$ cat config.mk
export PLATFORM = sky130hd
export DESIGN_NAME = cp0_irq_unit_flat
export DESIGN_NICKNAME = d
export VERILOG_FILES = /design/src/rtl/cp0_irq_unit_if.sv /design/src/rtl/cp0_irq_unit.sv /design/src/flat_wrapper.sv
export SDC_FILE = /design/constraint.sdc
export NUM_CORES = 1
export LEC_CHECK = 0
export CAP_MARGIN = 20
export CORE_MARGIN = 2
export CORE_UTILIZATION = 42
export CTS_CLUSTER_DIAMETER = 100
export DETAILED_ROUTE_END_ITERATION = 6
export PLACE_DENSITY = 0.88
export SYNTH_ARGS = -nofsm -noshare
export SYNTH_HDL_FRONTEND = slang
export SYNTH_SLANG_ARGS = --single-unit
$ cat constraint.sdc
create_clock -name clk -period 6.9 [get_ports clk]
set_input_delay 1.035 -clock clk [delete_from_list [all_inputs] [get_ports clk]]
set_output_delay 1.035 -clock clk [all_outputs]
set_load 0.05 [all_outputs]
$ cat src/rtl/cp0_irq_unit_if.sv
// CP0 interrupt/exception unit bus: pipeline-side requests in,
// redirect, acknowledge and CP0 register views out.
interface cp0_irq_unit_if #(
    parameter int unsigned NIRQ = 4
);
    logic [NIRQ-1:0] irq;
    logic            exc_req;
    logic [4:0]      exc_code;
    logic [31:0]     exc_pc;
    logic            exc_bd;
    logic [31:0]     int_pc;
    logic            int_bd;
    logic            take_ok;
    logic            eret;
    logic            mtc0;
    logic [4:0]      rd;
    logic [31:0]     wdata;
    logic [31:0]     rdata;
    logic            exc;
    logic [31:0]     exc_vec;
    logic [NIRQ-1:0] inta;
    logic [31:0]     sta;
    logic [31:0]     cause;
    logic [31:0]     epc;
    logic [2:0]      depth;
    logic            dbl_fault;

    modport master (
        output irq, exc_req, exc_code, exc_pc, exc_bd,
        output int_pc, int_bd, take_ok, eret, mtc0, rd, wdata,
        input  rdata, exc, exc_vec, inta, sta, cause, epc,
        input  depth, dbl_fault
    );

    modport slave (
        input  irq, exc_req, exc_code, exc_pc, exc_bd,
        input  int_pc, int_bd, take_ok, eret, mtc0, rd, wdata,
        output rdata, exc, exc_vec, inta, sta, cause, epc,
        output depth, dbl_fault
    );
endinterface

$ cat src/rtl/cp0_irq_unit.sv
// CP0 exception/interrupt unit: pending/mask, priority select,
// IE stack for nesting, EPC/Cause/Status and double-fault tracking.
module cp0_irq_unit #(
    parameter int unsigned NIRQ     = 4,
    parameter int unsigned EDGE     = 0,
    parameter int unsigned DEPTH    = 3,
    parameter logic [31:0] BASE     = 32'h00000008,
    parameter bit          VEC_MODE = 1'b0
) (
    input logic            clk,
    input logic            clrn,
    cp0_irq_unit_if.slave  bus
);
    localparam logic [NIRQ-1:0] EM = NIRQ'(EDGE);

    logic [DEPTH-1:0] ie_q, ie_d;
    logic [NIRQ-1:0]  im_q, im_d;
    logic [NIRQ-1:0]  pend_q, pend_d;
    logic [NIRQ-1:0]  irq_q;
    logic             bd_q, bd_d;
    logic [4:0]       code_q, code_d;
    logic [31:0]      epc_q, epc_d;
    logic [2:0]       dep_q, dep_d;
    logic             dbl_q, dbl_d;

    logic [NIRQ-1:0]  act, clr, inta;
    logic [2:0]       idx;
    logic             sync_take, int_take, take, at_max, w1c;
    logic [31:0]      tpc, sta, cause;
    logic             tbd;

    always_comb begin
        act = pend_q & im_q;
        idx = '0;
        for (int i = NIRQ - 1; i >= 0; i--) begin
            if (act[i]) idx = 3'(i);
        end
        at_max    = (dep_q == 3'(DEPTH));
        sync_take = bus.exc_req & bus.take_ok;
        int_take  = ie_q[0] & (|act) & bus.take_ok & ~bus.exc_req;
        take      = sync_take | int_take;
        inta      = int_take ? (NIRQ'(1) << idx) : '0;
        w1c       = bus.mtc0 & ~take & (bus.rd == 5'd13);
        clr       = inta | (w1c ? bus.wdata[8+:NIRQ] : '0);
    end

    // Edge lines: a new rising edge beats a same-cycle ack or W1C.
    always_comb begin
        pend_d = (EM & ((bus.irq & ~irq_q) | (pend_q & ~clr)))
               | (~EM & bus.irq);
        ie_d   = ie_q;
        im_d   = im_q;
        bd_d   = bd_q;
        code_d = code_q;
        epc_d  = epc_q;
        dep_d  = dep_q;
        dbl_d  = dbl_q;
        tpc    = sync_take ? bus.exc_pc : bus.int_pc;
        tbd    = sync_take ? bus.exc_bd : bus.int_bd;
        if (take) begin
            epc_d  = tbd ? tpc - 32'd4 : tpc;
            bd_d   = tbd;
            code_d = sync_take ? bus.exc_code : 5'd0;
            ie_d   = ie_q << 1;
            if (at_max) dbl_d = 1'b1;
            else        dep_d = dep_q + 3'd1;
        end else begin
            if (bus.eret) begin
                ie_d = ie_q >> 1;
                if (dep_q != 3'd0) dep_d = dep_q - 3'd1;
            end
            if (bus.mtc0) begin
                unique case (1'b1)
                    (bus.rd == 5'd12): begin
                        ie_d = bus.wdata[DEPTH-1:0];
                        im_d = bus.wdata[8+:NIRQ];
                    end
                    (bus.rd == 5'd14): epc_d = bus.wdata;
                    default: ;
                endcase
            end
        end
    end

    always_ff @(posedge clk) begin
        if (!clrn) begin
            ie_q   <= '0;
            im_q   <= '0;
            pend_q <= '0;
            irq_q  <= '0;
            bd_q   <= 1'b0;
            code_q <= '0;
            epc_q  <= '0;
            dep_q  <= '0;
            dbl_q  <= 1'b0;
        end else begin
            ie_q   <= ie_d;
            im_q   <= im_d;
            pend_q <= pend_d;
            irq_q  <= bus.irq;
            bd_q   <= bd_d;
            code_q <= code_d;
            epc_q  <= epc_d;
            dep_q  <= dep_d;
            dbl_q  <= dbl_d;
        end
    end

    always_comb begin
        sta              = '0;
        sta[DEPTH-1:0]   = ie_q;
        sta[8+:NIRQ]     = im_q;
        cause            = '0;
        cause[31]        = bd_q;
        cause[8+:NIRQ]   = pend_q;
        cause[6:2]       = code_q;
        if (take && at_max)
            bus.exc_vec = BASE + 32'h100;
        else if (int_take && VEC_MODE)
            bus.exc_vec = BASE + 32'h200 + {24'b0, idx, 5'b0};
        else
            bus.exc_vec = BASE;
        case (bus.rd)
            5'd12:   bus.rdata = sta;
            5'd13:   bus.rdata = cause;
            5'd14:   bus.rdata = epc_q;
            default: bus.rdata = '0;
        endcase
    end

    assign bus.exc       = take;
    assign bus.inta      = inta;
    assign bus.sta       = sta;
    assign bus.cause     = cause;
    assign bus.epc       = epc_q;
    assign bus.depth     = dep_q;
    assign bus.dbl_fault = dbl_q;
endmodule

$ cat src/flat_wrapper.sv
// flat-port wrapper written by rule: the top's interface ports become plain ports
module cp0_irq_unit_flat 
#(
    parameter int unsigned NIRQ     = 4,
    parameter int unsigned EDGE     = 0,
    parameter int unsigned DEPTH    = 3,
    parameter logic [31:0] BASE     = 32'h00000008,
    parameter bit          VEC_MODE = 1'b0
)
  (clk, clrn, bus_irq, bus_exc_req, bus_exc_code, bus_exc_pc, bus_exc_bd, bus_int_pc, bus_int_bd, bus_take_ok, bus_eret, bus_mtc0, bus_rd, bus_wdata, bus_rdata, bus_exc, bus_exc_vec, bus_inta, bus_sta, bus_cause, bus_epc, bus_depth, bus_dbl_fault);
  cp0_irq_unit_if #(.NIRQ(NIRQ)) bus_i ();
  input logic clk;
  input logic clrn;
  input wire logic [$bits(bus_i.irq)-1:0] bus_irq;
  input wire logic [$bits(bus_i.exc_req)-1:0] bus_exc_req;
  input wire logic [$bits(bus_i.exc_code)-1:0] bus_exc_code;
  input wire logic [$bits(bus_i.exc_pc)-1:0] bus_exc_pc;
  input wire logic [$bits(bus_i.exc_bd)-1:0] bus_exc_bd;
  input wire logic [$bits(bus_i.int_pc)-1:0] bus_int_pc;
  input wire logic [$bits(bus_i.int_bd)-1:0] bus_int_bd;
  input wire logic [$bits(bus_i.take_ok)-1:0] bus_take_ok;
  input wire logic [$bits(bus_i.eret)-1:0] bus_eret;
  input wire logic [$bits(bus_i.mtc0)-1:0] bus_mtc0;
  input wire logic [$bits(bus_i.rd)-1:0] bus_rd;
  input wire logic [$bits(bus_i.wdata)-1:0] bus_wdata;
  output wire logic [$bits(bus_i.rdata)-1:0] bus_rdata;
  output wire logic [$bits(bus_i.exc)-1:0] bus_exc;
  output wire logic [$bits(bus_i.exc_vec)-1:0] bus_exc_vec;
  output wire logic [$bits(bus_i.inta)-1:0] bus_inta;
  output wire logic [$bits(bus_i.sta)-1:0] bus_sta;
  output wire logic [$bits(bus_i.cause)-1:0] bus_cause;
  output wire logic [$bits(bus_i.epc)-1:0] bus_epc;
  output wire logic [$bits(bus_i.depth)-1:0] bus_depth;
  output wire logic [$bits(bus_i.dbl_fault)-1:0] bus_dbl_fault;
  assign bus_i.irq = bus_irq;
  assign bus_i.exc_req = bus_exc_req;
  assign bus_i.exc_code = bus_exc_code;
  assign bus_i.exc_pc = bus_exc_pc;
  assign bus_i.exc_bd = bus_exc_bd;
  assign bus_i.int_pc = bus_int_pc;
  assign bus_i.int_bd = bus_int_bd;
  assign bus_i.take_ok = bus_take_ok;
  assign bus_i.eret = bus_eret;
  assign bus_i.mtc0 = bus_mtc0;
  assign bus_i.rd = bus_rd;
  assign bus_i.wdata = bus_wdata;
  assign bus_rdata = bus_i.rdata;
  assign bus_exc = bus_i.exc;
  assign bus_exc_vec = bus_i.exc_vec;
  assign bus_inta = bus_i.inta;
  assign bus_sta = bus_i.sta;
  assign bus_cause = bus_i.cause;
  assign bus_epc = bus_i.epc;
  assign bus_depth = bus_i.depth;
  assign bus_dbl_fault = bus_i.dbl_fault;
  cp0_irq_unit #(.NIRQ(NIRQ), .EDGE(EDGE), .DEPTH(DEPTH), .BASE(BASE), .VEC_MODE(VEC_MODE)) u_core (.clk(clk), .clrn(clrn), .bus(bus_i));
endmodule
* Word level (Yosys, flattened, before mapping) *
Cells that the tools add are included.

storage, ports and cells
  input port bits = 118
  output and inout bits = 169
  flip-flop bits (word level) = 53

cells by class
  $add $sub $neg = 3
  shifts and indexed selects = 1
  bitwise logic cells = 9
  mux-type cells = 22
  reductions and logical operators = 12
  equal/unequal tests = 5

operators by type and width
  kind                   count
  $mux 32                5
  $pmux 32 s3            1
  $mux 3                 11
  $sub 32x3->32 const B  1
  $eq 5x4->1 const B     3
  $mux 9                 1
  $reduce_bool 2->1      4
  $reduce_and 3->1       2
  $mux 5                 1
  $and 1x1->1            4
  $and 4x4->4            1
  $mux 4                 1
  $reduce_and 2->1       2
  $reduce_or 4->1        1
  $shl 1x3->4 const A    1
  $add 3x1->3 const B    1
  $eq 3x2->1 const B     1
  $not 1->1              3
  $reduce_bool 3->1      1
  $sub 3x1->3 const B    1
  $mux 2                 1
  $ne 2x2->1 const B     1
  $reduce_or 2->1        1
  $logic_and 1x1->1      1
  other kinds (2)        2

* Depth between registers and ports, before layout *
Gate-level depths: netlist of run 1.

  depth in word-level cells = 8
  gate-level depth with buffers = 15

* Least setup slack after synthesis of run 1 *
Ideal clock, no wire load.

  kind = input port to output port
  start = in bus_exc_req
  end = out bus_inta[2]
  stages = 8
  data required time = 5.865 ns
  arrival time = 3.606 ns
  setup slack = 2.259 ns
  path through = buf_2 > buf_6 > nand2_1 > buf_2 > buf_1 > clkbuf_1 > nand4_1 > nor3b_1

between the ends
  cells in the longest elaborated chain, start to end = 3

ends and longest elaborated chain
  what         RTL line            text
  from (decl)  flat_wrapper.sv:15  input wire logic [$bits(bus_i.exc_req)-1:0] bus_exc_req;
  $not 1->1    cp0_irq_unit.sv:40  int_take = ie_q[0] & (|act) & bus.take_ok & ~bus.exc_req;
  $and 1x1->1  cp0_irq_unit.sv:40
  $mux 4       cp0_irq_unit.sv:42  inta = int_take ? (NIRQ'(1) << idx) : '0;
  to (decl)    flat_wrapper.sv:29  output wire logic [$bits(bus_i.inta)-1:0] bus_inta;

No other way between the ends.

* Worst setup path in the final report of run 1 *
  start = in bus_exc_req
  end = reg u_core.epc_q[30], in the netlist u_core.bus.epc[30]

between the ends
  cells in the longest elaborated chain, start to end = 5
  elaborated cells on any way between the ends = 12

ends and longest elaborated chain
  what                                                 RTL line                                text
  $and 1x1->1 / $not 1->1 (equally long branches)      cp0_irq_unit.sv:39, cp0_irq_unit.sv:40
  $mux 32 / $and 1x1->1 (equally long branches)        cp0_irq_unit.sv:58, cp0_irq_unit.sv:40
  $sub 32x3->32 / $or 1x1->1 (equally long branches)   cp0_irq_unit.sv:61, cp0_irq_unit.sv:41
  $mux 32 / $reduce_bool 2->1 (equally long branches)  --
  $mux 32 / $reduce_and 2->1 (equally long branches)   --
  to (signal assigned)                                 cp0_irq_unit.sv:103                     epc_q <= epc_d;
  to (decl)                                            cp0_irq_unit.sv:22                      logic [31:0] epc_q, epc_d;

Several ways; a longest one is shown, not always the timed one.
A chain may end at the register's enable or synchronous reset.

==> flow_metrics.tcl, run 1 <==
set metrics [dict create \
    path_cells "clkdlybuf4s50_1, buf_4, nand2_1, mux2i_1, ha_1, nor4bb_1, nand3_1, a2111oi_4, nand4_1, or3_1, and4_1" \
    clock_path_buffers 2 \
    finClkSkew_ns 0.00511 \
    power_density_mw_per_mm2 161 \
    antenna_found_initial 0 \
    rsz0062_at_grt "false" \
    status "complete, no violations" \
    clock-sinks 53 \
    clk_latency_ns 0.29 \
    numCtsBuffers 5 \
    crit_slowest_cell "nor4bb_1" \
    cts_root_buffer "clkbuf_16" \
    r2r-start "u_core.im_q[0]$_SDFFE_PN0P_" \
    synth-seq-area-share_pct 21.8 \
    cp_num_buf_inv 2 \
    async_reset_ff_share_pct 0 \
    synth_area_per_cell_um2 7.88 \
    grt_first_pass_wirelength_um 25300 \
    regArea_mm2 0.00106 \
    dp_hpwl_um 13000 \
    grt_util_met3_pct 3.65 \
    place_inst 934 \
    wl_um 16400 \
    drt-vias-per-instance 5.42 \
    maxSlewViolCount 0 \
    p_leak_uw 0.00266 \
    die_h_um 112 \
    tritoncts "built" \
    slowest_delay_ns 0.57 \
    min_path_type "reg2reg" \
    synth.cells.most_frequent "79 x buf_4, 59 x nand2_1, 53 x dfxtp_1, 48 x mux2i_1, 48 x nor2_1" \
    dieWidth_um 112 \
    yosysTopAreaCell "dfxtp_1" \
    dieArea_mm2 0.0125 \
    synth_cell_types 65 \
    final_hold_viol_count 0 \
    htreeDepth 2 \
    finalNonFillerCells 944 \
    grt_max_degree 43 \
    antenna_cells 0 \
    cp-startpoint "bus_exc_req" \
    dr.first_iter.drc_count 349 \
    fmax_mhz 201 \
    ctsResizeCount 0 \
    worstSetupPathType "in2reg" \
    yosysWarnings 0 \
    drive_above_1_share_pct 5.74 \
    critPathMaxFanout 30 \
    synthesis.area_mm2 0.00486 \
    cp_top_family "simple AND/OR/NAND/NOR gates" \
    end_kind "flop" \
    vias 5116 \
    worst_pin_slew_ns 0.891 \
    fillers 1013 \
    fp.coreArea_mm2 0.0114 \
    post-route-min-period_ns 4.97 \
    use_met2_pct 41.3 \
    worstSetupStartpointType "input port" \
    numPortBuffers 208 \
    synth_area_leaders "dfxtp_1 22%, buf_4 12%, mux2i_1 9.9%" \
    dr.pass1.iters 5 \
    setup_viol_count_final 0 \
    wl_per_cell_um 17.4 \
    endpoint "u_core.bus.epc[30]$_SDFFE_PN0P_" \
    gr-usage-all-layers_pct 24.9 \
    gp_congestion 0.937 \
    timing.setup.tns_ns 0 \
    synth_cells 617 \
    crit_required_ns 7.08 \
    multi_input_area_mm2 0.00329 \
    synth_edf_count 0 \
    ys_seq_elements 53 \
    worst_hold_slack_ns 0.474 \
    critical_path_cell_count 11 \
    synth_top_area_share_pct 21.8 \
    cap_violations 0 \
    ys.flop_type "dfxtp_1" \
    grt_busiest_layer "met2" \
    peakVddDrop_uv 117 \
    io-pin-count 287 \
    final_antenna_net_count 0 \
    grtUsageMet1_pct 34.2 \
    rows 39 \
    utilization_pct 61.0 \
    grt_pass1_vias 4661 \
    overflow 0 \
    crit_arrival_ns 5.15 \
    post_cts_buffers 0 \
    r2r_end "u_core.bus.depth[1]$_SDFFE_PN0P_" \
    start_util_pct 42.8 \
    clk_pin_slew_worst_paths_ns 0.07 \
    areaGrowthSynthToFinish_pct 42.6 \
    synth_most_common_cell "buf_4" \
    layout.nets 920 \
    r2r_cells 12 \
    postCtsHoldBufs 0 \
    slew_headroom_pct 40.6 \
    fin_crit_sh_pct 72.0 \
    drc_errors 0 \
    r2r_slack_ns 3.58 \
]
## tightest hold or removal path: stages (launching register included)
cell     delay (ns)
dfxtp_1        0.33
nor2_1         0.05
nor2_1         0.07
## cells in the final DEF, fill, tap and decap left out, types with 6 or more instances in the layout
cell type,instances
a211o_1,10
a211oi_1,18
a21oi_1,23
a221oi_1,8
a22o_1,8
a31oi_1,6
and2_1,28
and3_1,9
buf_4,9
clkdlybuf4s50_1,207
conb_1,78
dfxtp_1,53
inv_1,8
mux2_2,16
mux2i_1,48
nand2_1,59
nand3_1,11
nand4bb_1,7
nor2_1,47
nor3_1,14
o21ai_0,27
xnor2_1,12
xor2_1,12
## how the worst min path moves through the flow
| stage | slack (ns) | cells past startpoint | start | endpoint |
|---|---|---|---|---|
| 6_report | 0.47 | 2 | u_core.bus.dbl_fault$_SDFFE_PN0P_ | u_core.bus.dbl_fault$_SDFFE_PN0P_ |
| 3_3_place_gp | 0.46 | 2 | u_core.bus.dbl_fault$_SDFFE_PN0P_ | u_core.bus.dbl_fault$_SDFFE_PN0P_ |
| 2_1_floorplan | 0.54 | 2 | u_core.bd_q$_SDFFE_PN0N_ | u_core.bd_q$_SDFFE_PN0N_ |
| 3_5_place_dp | 0.46 | 2 | u_core.bus.dbl_fault$_SDFFE_PN0P_ | u_core.bus.dbl_fault$_SDFFE_PN0P_ |
| 5_1_grt | 0.51 | 2 | u_core.code_q[4]$_SDFFE_PN0N_ | u_core.code_q[4]$_SDFFE_PN0N_ |
| 4_1_cts | 0.48 | 2 | u_core.bus.dbl_fault$_SDFFE_PN0P_ | u_core.bus.dbl_fault$_SDFFE_PN0P_ |
## routing by layer
layer	up-vias	routed length, µm
met3	18	1310
met2	271	7930
met1	2394	7010
met4	0	212
met5	-	0
li1	2433	-
## sequential cells by signal, indices dropped and copies added, names as in the netlist
name and flops:
u_core.bus.epc 32, u_core.code_q 5, u_core.im_q 4, u_core.pend_q 4, u_core.bus.depth 3, u_core.ie_q 3, u_core.bd_q 1, u_core.bus.dbl_fault 1
## kinds of logic (layout without fill, tap and decap cells)
logic type / count (synthesis) / in the layout / synth area share, %
AOI/OAI and AO/OA: 129 / 129 / 19.1
xor gates and xnor gates: 24 / 24 / 4.32
adders and majority gates: 2 / 2 / 0.669
buffers and inverters: 127 / 235 / 16.5
DFF: 53 / 53 / 21.8
muxes: 64 / 64 / 13.6
other: 2 / 78 / 0.154
and+or+nand+nor: 216 / 216 / 23.9
## where the power goes
part | switching (µW) | internal, µW | leakage, µW | total (µW)
Clock | 112 | 207 | 0.0000938 | 319
Sequential | 22.6 | 327 | 0.000436 | 350
Combinational | 290 | 156 | 0.00213 | 447
Total | 425 | 691 | 0.00266 | 1120
## through the flow
stage	worst slack, ns	area (µm²)	power (µW)
finish	1.93	6940	1120
global route	1.65	6940	1160
CTS	1.96	6910	1120
global placement	1.91	6720	794
floorplan	2.26	5150	676
detailed placement	1.72	6720	799
## layout make-up
cell class              instances  share of cell area (%)
clock inverters                 3                   0.938
clock buffers                   5                    1.80
multi-input cells             513                    47.5
flip-flops and latches         53                    15.3
inverters                       8                   0.433
well taps                     143                    2.58
repair buffers                219                    31.5
(Power assumes the default switching activity.)
==> inputs of run 2 (changes only) <==
--- a/config.mk
+++ b/config.mk
@@ -7,10 +7,10 @@
 export LEC_CHECK = 0
 export CAP_MARGIN = 20
 export CORE_MARGIN = 2
-export CORE_UTILIZATION = 42
+export CORE_UTILIZATION = 39
 export CTS_CLUSTER_DIAMETER = 100
 export DETAILED_ROUTE_END_ITERATION = 6
-export PLACE_DENSITY = 0.88
+export PLACE_DENSITY = 0.83
 export SYNTH_ARGS = -nofsm -noshare
 export SYNTH_HDL_FRONTEND = slang
 export SYNTH_SLANG_ARGS = --single-unit
==> constraint.sdc (replaced) <==
create_clock -name clk -period 5.11 [get_ports clk]
set_input_delay 0.7665 -clock clk [delete_from_list [all_inputs] [get_ports clk]]
set_output_delay 0.7665 -clock clk [all_outputs]
set_load 0.05 [all_outputs]
==> flow_metrics.tcl, run 2 (synthesis gave the netlist of run 1 again) <==
set metrics [dict create \
    rows 40 \
    grt_first_pass_wirelength_um 24800 \
    grt_pass1_vias 4587 \
    layout_commonest_cell "clkdlybuf4s50_1" \
    end_kind "flop" \
    antenna_found_initial 0 \
    crit_arrival_ns 4.45 \
    path_cells "clkdlybuf4s50_1, nand2_1, mux2i_1, ha_1, nor4bb_1, nand3_1, a2111oi_4, nand3_1, nor3b_1, a2111oi_0" \
    p_leak_uw 0.00265 \
    drt-vias-per-instance 5.28 \
    postCtsHoldBufs 0 \
    status "complete, no violations" \
    final_antenna_net_count 0 \
    post-route-min-period_ns 4.29 \
    utilization_pct 57.4 \
    largest_reg_flops 32 \
    slew_headroom_pct 42.6 \
    clock_path_buffers 2 \
    areaGrowthSynthToFinish_pct 43.0 \
    dieWidth_um 116 \
    timing.setup.tns_ns 0 \
    min_path_type "reg2reg" \
    worst_pin_slew_ns 0.862 \
    dp_hpwl_um 13100 \
    grt_max_degree 44 \
    drc_errors 0 \
    layout_common_cells "203 x clkdlybuf4s50_1, 78 x conb_1, 59 x nand2_1" \
    clk_latency_ns 0.29 \
    tritoncts "built" \
    r2r-start "u_core.pend_q[2]$_SDFF_PN0_" \
    worstSetupPathType "in2reg" \
    crit_slowest_cell "clkdlybuf4s50_1" \
    die_h_um 116 \
    maxSlewViolCount 0 \
    layout.nets 919 \
    critPathMaxFanout 10 \
    fmax_mhz 233 \
    dieArea_mm2 0.0134 \
    drive_above_1_share_pct 6.13 \
    fin_area_mm2 0.00695 \
    overflow 0 \
    final_hold_viol_count 0 \
    peakVddDrop_uv 187 \
    dr.pass1.iters 5 \
    fillers 1125 \
    vias 5107 \
    gp_congestion 0.935 \
    cts_root_buffer "clkbuf_16" \
    numCtsBuffers 5 \
    power_density_mw_per_mm2 205 \
    clock-sinks 53 \
    cap_violations 0 \
    worstSetupStartpointType "input port" \
    rsz0062_at_grt "false" \
    fin_crit_sh_pct 84.0 \
    total_power_uw 1430 \
    setup_viol_count_final 0 \
    numPortBuffers 208 \
    antenna_cells 0 \
    dr.first_iter.drc_count 364 \
    wl_per_cell_um 17.0 \
    fp.coreArea_mm2 0.0121 \
    clk_pin_slew_worst_paths_ns 0.07 \
    crit_required_ns 5.27 \
    ctsResizeCount 0 \
    post_cts_buffers 0 \
    cpMostUsedCell "nand3_1" \
    wl_um 16500 \
    gr-usage-all-layers_pct 23.3 \
    io-pin-count 287 \
    finClkSkew_ns 0.00497 \
    cp-startpoint "bus_take_ok" \
    min-delay-start "u_core.bus.dbl_fault$_SDFFE_PN0P_" \
    htreeDepth 2 \
    start_util_pct 40.2 \
    slowest_delay_ns 0.67 \
    place_area_mm2 0.00680 \
]
## run 2: power by group
part           total (µW)  internal, µW  switching (µW)
Clock                 352           195             157
Sequential            472           441            30.5
Combinational         602           211             391
Total                1430           848             578
## run 2: area by class of cell
cell class,instances,area [µm²],area share (%)
flip-flops and latches,53,1060,15.3
clock inverters,2,13.8,0.198
repair buffers,218,2210,31.7
well taps,168,210,3.02
inverters,8,30.0,0.432
clock buffers,6,139,2.00
multi-input cells,513,3290,47.4
## run 2: routing by layer
metal,part of all wire [%],vias to the layer above,GRT usage (%)
met5,0,-,0
met4,1.4,0,5.08
met3,7.9,12,3.29
met2,46,270,37.3
met1,44,2389,33.4
li1,-,2436,-
## run 2: worst paths after layout
check	to	slack [ns]	cells after the start
worst min-delay path	u_core.bus.dbl_fault$_SDFFE_PN0P_	0.49	2
worst max register to register	u_core.bus.depth[1]$_SDFFE_PN0P_	1.82	11
worst max-delay path	u_core.bus.epc[26]$_SDFFE_PN0P_	0.82	10
worst min register to register	u_core.bus.dbl_fault$_SDFFE_PN0P_	0.49	2
## run 2: metrics by stage
| stage | hold WS [ns] | setup slack, ns | instances |
|---|---|---|---|
| finish | 0.488 | 0.816 | 968 |
| global route | 0.517 | 0.489 | 968 |
| CTS | 0.488 | 0.841 | 968 |
| detailed placement | 0.470 | 0.562 | 960 |
| global placement | 0.449 | 0.726 | 960 |
| floorplan | 0.544 | 1.01 | 693 |
## run 2: critical path, delay by kind of cell
kind / cells / cell delay, ns
multiplexers: 1 / 0.33
adder cells (fa/ha/maj): 1 / 0.33
AO/OA/AOI/OAI: 2 / 0.93
AND/OR/NAND/NOR: 5 / 1.42
buffers and inverters: 1 / 0.67
